<file path="config.mk">
export PLATFORM = sky130hd
export DESIGN_NAME = sm_adder_sequencer_flat
export DESIGN_NICKNAME = d
export VERILOG_FILES = /design/src/rtl/sm_adder_sequencer_if.sv /design/src/rtl/sm_adder_sequencer.sv /design/src/flat_wrapper.sv
export SDC_FILE = /design/constraint.sdc
export NUM_CORES = 1
export LEC_CHECK = 0
export ABC_AREA = 1
export CAP_MARGIN = 20
export CORE_UTILIZATION = 30
export DETAILED_ROUTE_END_ITERATION = 8
export PLACE_DENSITY_LB_ADDON = 0.2
export REMOVE_ABC_BUFFERS = 1
export SYNTH_ARGS = -nofsm -noshare
export SYNTH_HDL_FRONTEND = slang
export SYNTH_SLANG_ARGS = --single-unit
</file>
<file path="constraint.sdc">
create_clock -name clk -period 2.7 [get_ports clk]
set_input_delay 0.27 -clock clk [delete_from_list [all_inputs] [get_ports clk]]
set_output_delay 0.27 -clock clk [all_outputs]
set_load 0.01 [all_outputs]
</file>
<file path="src/rtl/sm_adder_sequencer_if.sv">
// Operand/result bus between the sequencer and the external
// sign-magnitude adder.
interface sm_adder_sequencer_if;
    logic [3:0] add_a;
    logic [3:0] add_b;
    logic [3:0] add_res;
    logic       add_start;
    logic       busy;
    logic       res_valid;

    modport master (
        output add_a,
        output add_b,
        output add_start,
        output busy,
        output res_valid,
        input  add_res
    );

    modport slave (
        input  add_a,
        input  add_b,
        input  add_start,
        input  busy,
        input  res_valid,
        output add_res
    );
endinterface

</file>
<file path="src/rtl/sm_adder_sequencer.sv">
// Button-driven operand entry, launch and capture sequencer for an
// external 4-bit sign-magnitude adder, plus display mode outputs.
module sm_adder_sequencer #(
    parameter int DEBOUNCE_CYCLES = 500000,
    parameter int ADD_WAIT        = 1
) (
    input  logic                        clk,
    input  logic                        reset,
    input  logic [3:0]                  sw,
    input  logic [1:0]                  btn,
    sm_adder_sequencer_if.master        add,
    output logic [3:0]                  disp_val,
    output logic [1:0]                  disp_sel
);
    localparam int CW = $clog2(DEBOUNCE_CYCLES + 1);
    localparam int WW = $clog2(ADD_WAIT + 1);
    localparam logic [CW-1:0] DB_LAST   = CW'(DEBOUNCE_CYCLES - 1);
    localparam logic [WW-1:0] WAIT_INIT = WW'(ADD_WAIT);
    localparam logic [WW-1:0] WAIT_LAST = WW'(1);

    typedef enum logic [1:0] {
        S_ENTER_A,
        S_ENTER_B,
        S_ADD,
        S_SHOW
    } state_e;

    logic [1:0]    sync1_q;
    logic [1:0]    sync2_q;
    logic [1:0]    stab_q;
    logic [1:0]    ev_q;
    logic [CW-1:0] cnt_q [2];

    // Event fires on the same edge the stable level rises.
    always_ff @(posedge clk or negedge reset) begin
        if (!reset) begin
            sync1_q  <= '0;
            sync2_q  <= '0;
            stab_q   <= '0;
            ev_q     <= '0;
            cnt_q[0] <= '0;
            cnt_q[1] <= '0;
        end else begin
            sync1_q <= btn;
            sync2_q <= sync1_q;
            for (int i = 0; i < 2; i++) begin
                ev_q[i] <= 1'b0;
                if (sync2_q[i] == stab_q[i]) begin
                    cnt_q[i] <= '0;
                end else if (cnt_q[i] == DB_LAST) begin
                    stab_q[i] <= sync2_q[i];
                    cnt_q[i]  <= '0;
                    ev_q[i]   <= sync2_q[i];
                end else begin
                    cnt_q[i] <= cnt_q[i] + 1'b1;
                end
            end
        end
    end

    state_e        state_q, state_d;
    logic [3:0]    a_q, a_d;
    logic [3:0]    b_q, b_d;
    logic [3:0]    res_q, res_d;
    logic          rv_q, rv_d;
    logic          start_q, start_d;
    logic [WW-1:0] wait_q, wait_d;
    logic          enter;
    logic          clear;

    assign clear = ev_q[1];
    assign enter = ev_q[0] & ~ev_q[1];

    always_comb begin
        state_d  = state_q;
        a_d      = a_q;
        b_d      = b_q;
        res_d    = res_q;
        rv_d     = rv_q;
        wait_d   = wait_q;
        start_d  = 1'b0;
        disp_val = sw;
        disp_sel = 2'b00;
        unique case (state_q)
            S_ENTER_A: begin
                if (enter) begin
                    a_d     = sw;
                    state_d = S_ENTER_B;
                end
            end
            S_ENTER_B: begin
                disp_sel = 2'b01;
                if (enter) begin
                    b_d     = sw;
                    wait_d  = WAIT_INIT;
                    start_d = 1'b1;
                    state_d = S_ADD;
                end
            end
            S_ADD: begin
                disp_val = 4'b0000;
                disp_sel = 2'b01;
                if (wait_q == WAIT_LAST) begin
                    // Negative zero is folded to plain zero.
                    res_d   = (add.add_res == 4'b1000) ? 4'b0000 : add.add_res;
                    rv_d    = 1'b1;
                    state_d = S_SHOW;
                end else begin
                    wait_d = wait_q - 1'b1;
                end
            end
            S_SHOW: begin
                disp_val = res_q;
                disp_sel = 2'b10;
                if (enter) begin
                    rv_d    = 1'b0;
                    state_d = S_ENTER_A;
                end
            end
            default: ;
        endcase
        if (clear) begin
            state_d = S_ENTER_A;
            a_d     = 4'b0000;
            b_d     = 4'b0000;
            res_d   = 4'b0000;
            rv_d    = 1'b0;
            start_d = 1'b0;
        end
    end

    always_ff @(posedge clk or negedge reset) begin
        if (!reset) begin
            state_q <= S_ENTER_A;
            a_q     <= '0;
            b_q     <= '0;
            res_q   <= '0;
            rv_q    <= 1'b0;
            start_q <= 1'b0;
            wait_q  <= '0;
        end else begin
            state_q <= state_d;
            a_q     <= a_d;
            b_q     <= b_d;
            res_q   <= res_d;
            rv_q    <= rv_d;
            start_q <= start_d;
            wait_q  <= wait_d;
        end
    end

    assign add.add_a     = a_q;
    assign add.add_b     = b_q;
    assign add.add_start = start_q;
    assign add.busy      = (state_q == S_ADD);
    assign add.res_valid = rv_q;
endmodule

</file>
<file path="src/flat_wrapper.sv">
// flat-port wrapper written by rule: the top's interface ports become plain ports
module sm_adder_sequencer_flat 
#(
    parameter int DEBOUNCE_CYCLES = 500000,
    parameter int ADD_WAIT        = 1
)
  (clk, reset, sw, btn, disp_val, disp_sel, add_add_a, add_add_b, add_add_start, add_busy, add_res_valid, add_add_res);
  sm_adder_sequencer_if add_i ();
  input  logic clk;
  input  logic reset;
  input  logic [3:0] sw;
  input  logic [1:0] btn;
  output logic [3:0] disp_val;
  output logic [1:0] disp_sel;
  output wire logic [$bits(add_i.add_a)-1:0] add_add_a;
  output wire logic [$bits(add_i.add_b)-1:0] add_add_b;
  output wire logic [$bits(add_i.add_start)-1:0] add_add_start;
  output wire logic [$bits(add_i.busy)-1:0] add_busy;
  output wire logic [$bits(add_i.res_valid)-1:0] add_res_valid;
  input wire logic [$bits(add_i.add_res)-1:0] add_add_res;
  assign add_add_a = add_i.add_a;
  assign add_add_b = add_i.add_b;
  assign add_add_start = add_i.add_start;
  assign add_busy = add_i.busy;
  assign add_res_valid = add_i.res_valid;
  assign add_i.add_res = add_add_res;
  sm_adder_sequencer #(.DEBOUNCE_CYCLES(DEBOUNCE_CYCLES), .ADD_WAIT(ADD_WAIT)) u_core (.clk(clk), .reset(reset), .sw(sw), .btn(btn), .add(add_i), .disp_val(disp_val), .disp_sel(disp_sel));
endmodule
</file>
==> qor.csv, run 1 <==
stage;metric;value;unit
flow_run;# Max-Cap Violations;0;
status;run status;finished, final reports clean;
synthesis;Synth top area share;0.476;
setup_path;CP Launch Type;register;
timing;FMAX;434;MHz
placed_design;cell count after placement;584;
setup_path;Crit path top cell by count;inv_1;
synthesis;Mean Syn Cell Area;7.85;um2
synthesis;Post-synth EDFFs;0;
cells_and_area;share of layout cells above drive strength 1;0.0903;
timing;Max Slew Vio Count;0;
clock_network;H-tree levels;3;
setup_path;Critical path buffers and inverters;3;
detailed_routing;vias;2747;
pwr;Pleak;1.76;nW
clock_network;Reg clk slew, reported paths;80;ps
pwr;Sw Ratio;0.228;
floorplan;die height;107;um
pwr;Clock power frac;0.465;
setup_path;reg2reg start;u_core.state_q[0];
setup_path;Register-to-Register Path Depth;8;
synthesis;commonest register cell after synthesis;dfrtp_1;
setup_path;worst-path fanout max;6;
timing;min Tclk post-route;2300;ps
floorplan;num rows;37;
floorplan;IO Pins;29;
setup_path;family with the most delay on the worst path;buffers and inverters;
clock_network;clk_lat worst skew;330;ps
placed_design;PortBufs;28;
detailed_routing;First-pass DRT Iterations;5;
global_route;GRT overflow;0;
pwr;Comb pwr share;0.041;
timing;Worst-Margin Slew;592;ps
clock_network;Clock Sinks;63;
setup_path;critical path data required time;2430;ps
clock_network;root buf cell;clkbuf_8;
synthesis;Cell variety after synth;31;
clock_network;Inserted Clock Buffers;9;
floorplan;Initial Util;0.315;
detailed_routing;initial DRC count;151;
pwr;Sw Pwr;0.444;mW
setup_path;capture point of the worst path;disp_val[1];
setup_path;CP cell instances;inv_1 -> ha_1 -> inv_1 -> nand2_1 -> o22ai_1 -> clkdlybuf4s50_1;
clock_network;number of gates resized after cts;0;
detailed_routing;vias per cell;4.57;
floorplan;core box area;0.0105;mm2
placed_design;RePlAce Congestion;0.822;
setup_path;critical path depth;6;
setup_path;Crit path largest cell delay;560;ps
cells_and_area;Core Util, Final;0.379;
timing;setup_tns;0;ps
setup_path;CP startpoint;u_core.state_q[0];
clock_network;CTS max path bufs;2;
cells_and_area;Finished Layout Cells;601;
detailed_routing;wire per inst;12.3;um
detailed_routing;post-route antenna net violation count;0;
setup_path;slowest stage cell, crit path;clkdlybuf4s50_1;
cells_and_area;Antenna diodes;0;
setup_path;CP endpoint kind;primary output;
cells_and_area;fin nets;479;
synthesis;Yosys Warn Count;0;
timing;Worst Skew;12.9;ps
timing;Final setup viols;0;
global_route;largest net degree at the start of global routing;42;
pwr;Worst VDD drop;0.190;mV
worst_hold_path;worst min path class;register to register;
setup_path;reg-to-reg critical path endpoint;u_core.state_q[0];
detailed_routing;final WL;7400;um
setup_path;Worst R2R Setup Slack;1220;ps
pwr;sequential power share;0.493;
detailed_routing;DRC viols;0;
placed_design;post-DP HPWL;5440;um
floorplan;DIE WIDTH;107;um
floorplan;total die area;0.0115;mm2
pwr;PD cells;489;mW/mm2
global_route;antenna violations before repair;0;
synthesis;Gate Count Post-Synth;422;
cells_and_area;Layout area overhead;20.4;%
timing;RSZ-0062 raised after global routing;false;
setup_path;crit path DAT;2030;ps
synthesis;asr flop ratio synth;1.00;
synthesis;Synth Cell Area;0.00331;mm2
synthesis;Yosys reg bits;63;
timing;Final Cycle Share;0.854;
clock_network;CTS tree;yes;
timing;Final Hold Fails;0;
setup_path;crit path kind;register to primary output;
synthesis;Synth area leaders;dfrtp_1 (48%), nor2_1 (10%), nand2_1 (8.6%), inv_1 (6.1%), nand3_1 (5.3%);
timing;Slew HR;0.604;
synthesis;post-synthesis sequential area ratio;0.476;
pwr;Pint;1.50;mW
global_route;total track usage;0.143;
global_route;vias in the first global route;2737;
synthesis;post-synth top area cell;dfrtp_1;
global_route;first-pass GRT wire length;12900;um
==> power groups by stage <==
stage | sequential, mW | combinational [mW] | clock (mW)
6_report | 0.960 | 0.0806 | 0.907
5_1_grt | 0.962 | 0.0939 | 0.968
4_1_cts | 0.960 | 0.0838 | 0.934
3_5_place_dp | 0.979 | 0.0823 | 0
3_3_place_gp | 0.978 | 0.0818 | 0
2_1_floorplan | 0.977 | 0.0285 | 0
==> Yosys cell counts, types with 2 or more instances <==
cell type / n
a21oi_1: 9
buf_2: 2
dfrtp_1: 63
ha_1: 7
inv_1: 54
inv_2: 2
nand2_1: 76
nand2_2: 7
nand3_1: 35
nand4_1: 8
nor2_1: 88
nor2_2: 7
nor2_4: 4
nor3_1: 8
o21ai_0: 20
o22ai_1: 5
xnor2_1: 5
xor2_1: 9
==> layer usage <==
layer  up-vias  GRT usage  wire length [um]
met5         -          0                 0
met4         0     0.0558                84
met3         9     0.0231               240
met2        41      0.223              3300
met1      1280      0.197              3770
li1       1417          -                 -
==> worst register-to-register path, cell delays in order, from the launching register on <==
cell,delay (ps)
dfrtp_1,420
inv_1,110
ha_1,270
nand3_1,100
o21ai_0,130
inv_1,90
nand2_1,120
nand2_1,70
o21ai_0,80
==> how the worst min path moves through the flow <==
stage                      startpoint             endpoint  slack [ps]  cells after the start
floorplan                       reset  u_core.add.add_a[0]         -30                      0
global placement                reset    u_core.sync1_q[0]         310                      1
detailed placement              reset    u_core.sync1_q[0]         310                      1
CTS                 u_core.sync1_q[1]    u_core.sync2_q[1]         350                      0
global route        u_core.sync1_q[1]    u_core.sync2_q[1]         370                      0
finish              u_core.sync1_q[1]    u_core.sync2_q[1]         350                      0
==> metrics by stage <==
| stage | area (um2) | hold WS [ps] | setup slack [ps] | total power [mW] |
|---|---|---|---|---|
| final | 3990 | 348 | 395 | 1.95 |
| after global placement | 3760 | 310 | 781 | 1.06 |
| after global routing | 3990 | 373 | 275 | 2.02 |
| after detailed placement | 3760 | 308 | 753 | 1.06 |
| after CTS | 3990 | 350 | 356 | 1.98 |
| after floorplan | 3300 | -25.6 | 1320 | 1.01 |
==> cells in the final DEF, fill, tap and decap left out, types with 9 or more instances in the layout <==
cell             instances
dfrtp_1                 63
a21oi_1                  9
nand2_1                 76
clkdlybuf4s50_1         27
xor2_1                   9
inv_1                   54
o21ai_0                 20
nor2_1                  88
clkbuf_8                 9
nand3_1                 35
==> sequential cells by signal, summed over array words and instances, names as in the netlist, 2 cells and up <==
name and cells:
u_core.add.add_a 4, u_core.add.add_b 4, u_core.cnt_q 38, u_core.ev_q 2, u_core.res_q 4, u_core.stab_q 2, u_core.state_q 2, u_core.sync1_q 2
u_core.sync2_q 2
==> cells by family (layout without fill, tap and decap cells) <==
family                     count (synthesis)  after routing  share of synthesized area
AOI/OAI and AO/OA                         39             39                     0.0642
xor gates and xnor gates                  16             16                     0.0468
adders and majority gates                  7              7                     0.0264
and+or+nand+nor                          238            238                      0.319
DFF                                       63             63                      0.476
buffers and inverters                     59            102                     0.0676
==> area by class of cell <==
cell class | instances | area (um2)
clock inverter | 6 | 85.1
inverter | 56 | 210
tap | 136 | 170
timing repair buffer | 30 | 305
sequential | 63 | 1580
multi-input combinational | 300 | 1510
clock buffer | 10 | 128
fill | 1083 | 6520
==> what timing repair did <==
item,in CTS,in global routing
endpoints found under the hold margin,22,0
hold buffers,1,0
setup buffers,0,0
No activity file was read; power rests on OpenSTA's default activity.
==> inputs of run 2 (changes only) <==
Settings changed: CTS_CLUSTER_DIAMETER set to 30.
==> results of run 2 <==
No change in the layout: final DEF, timing and power equal those of run 1.
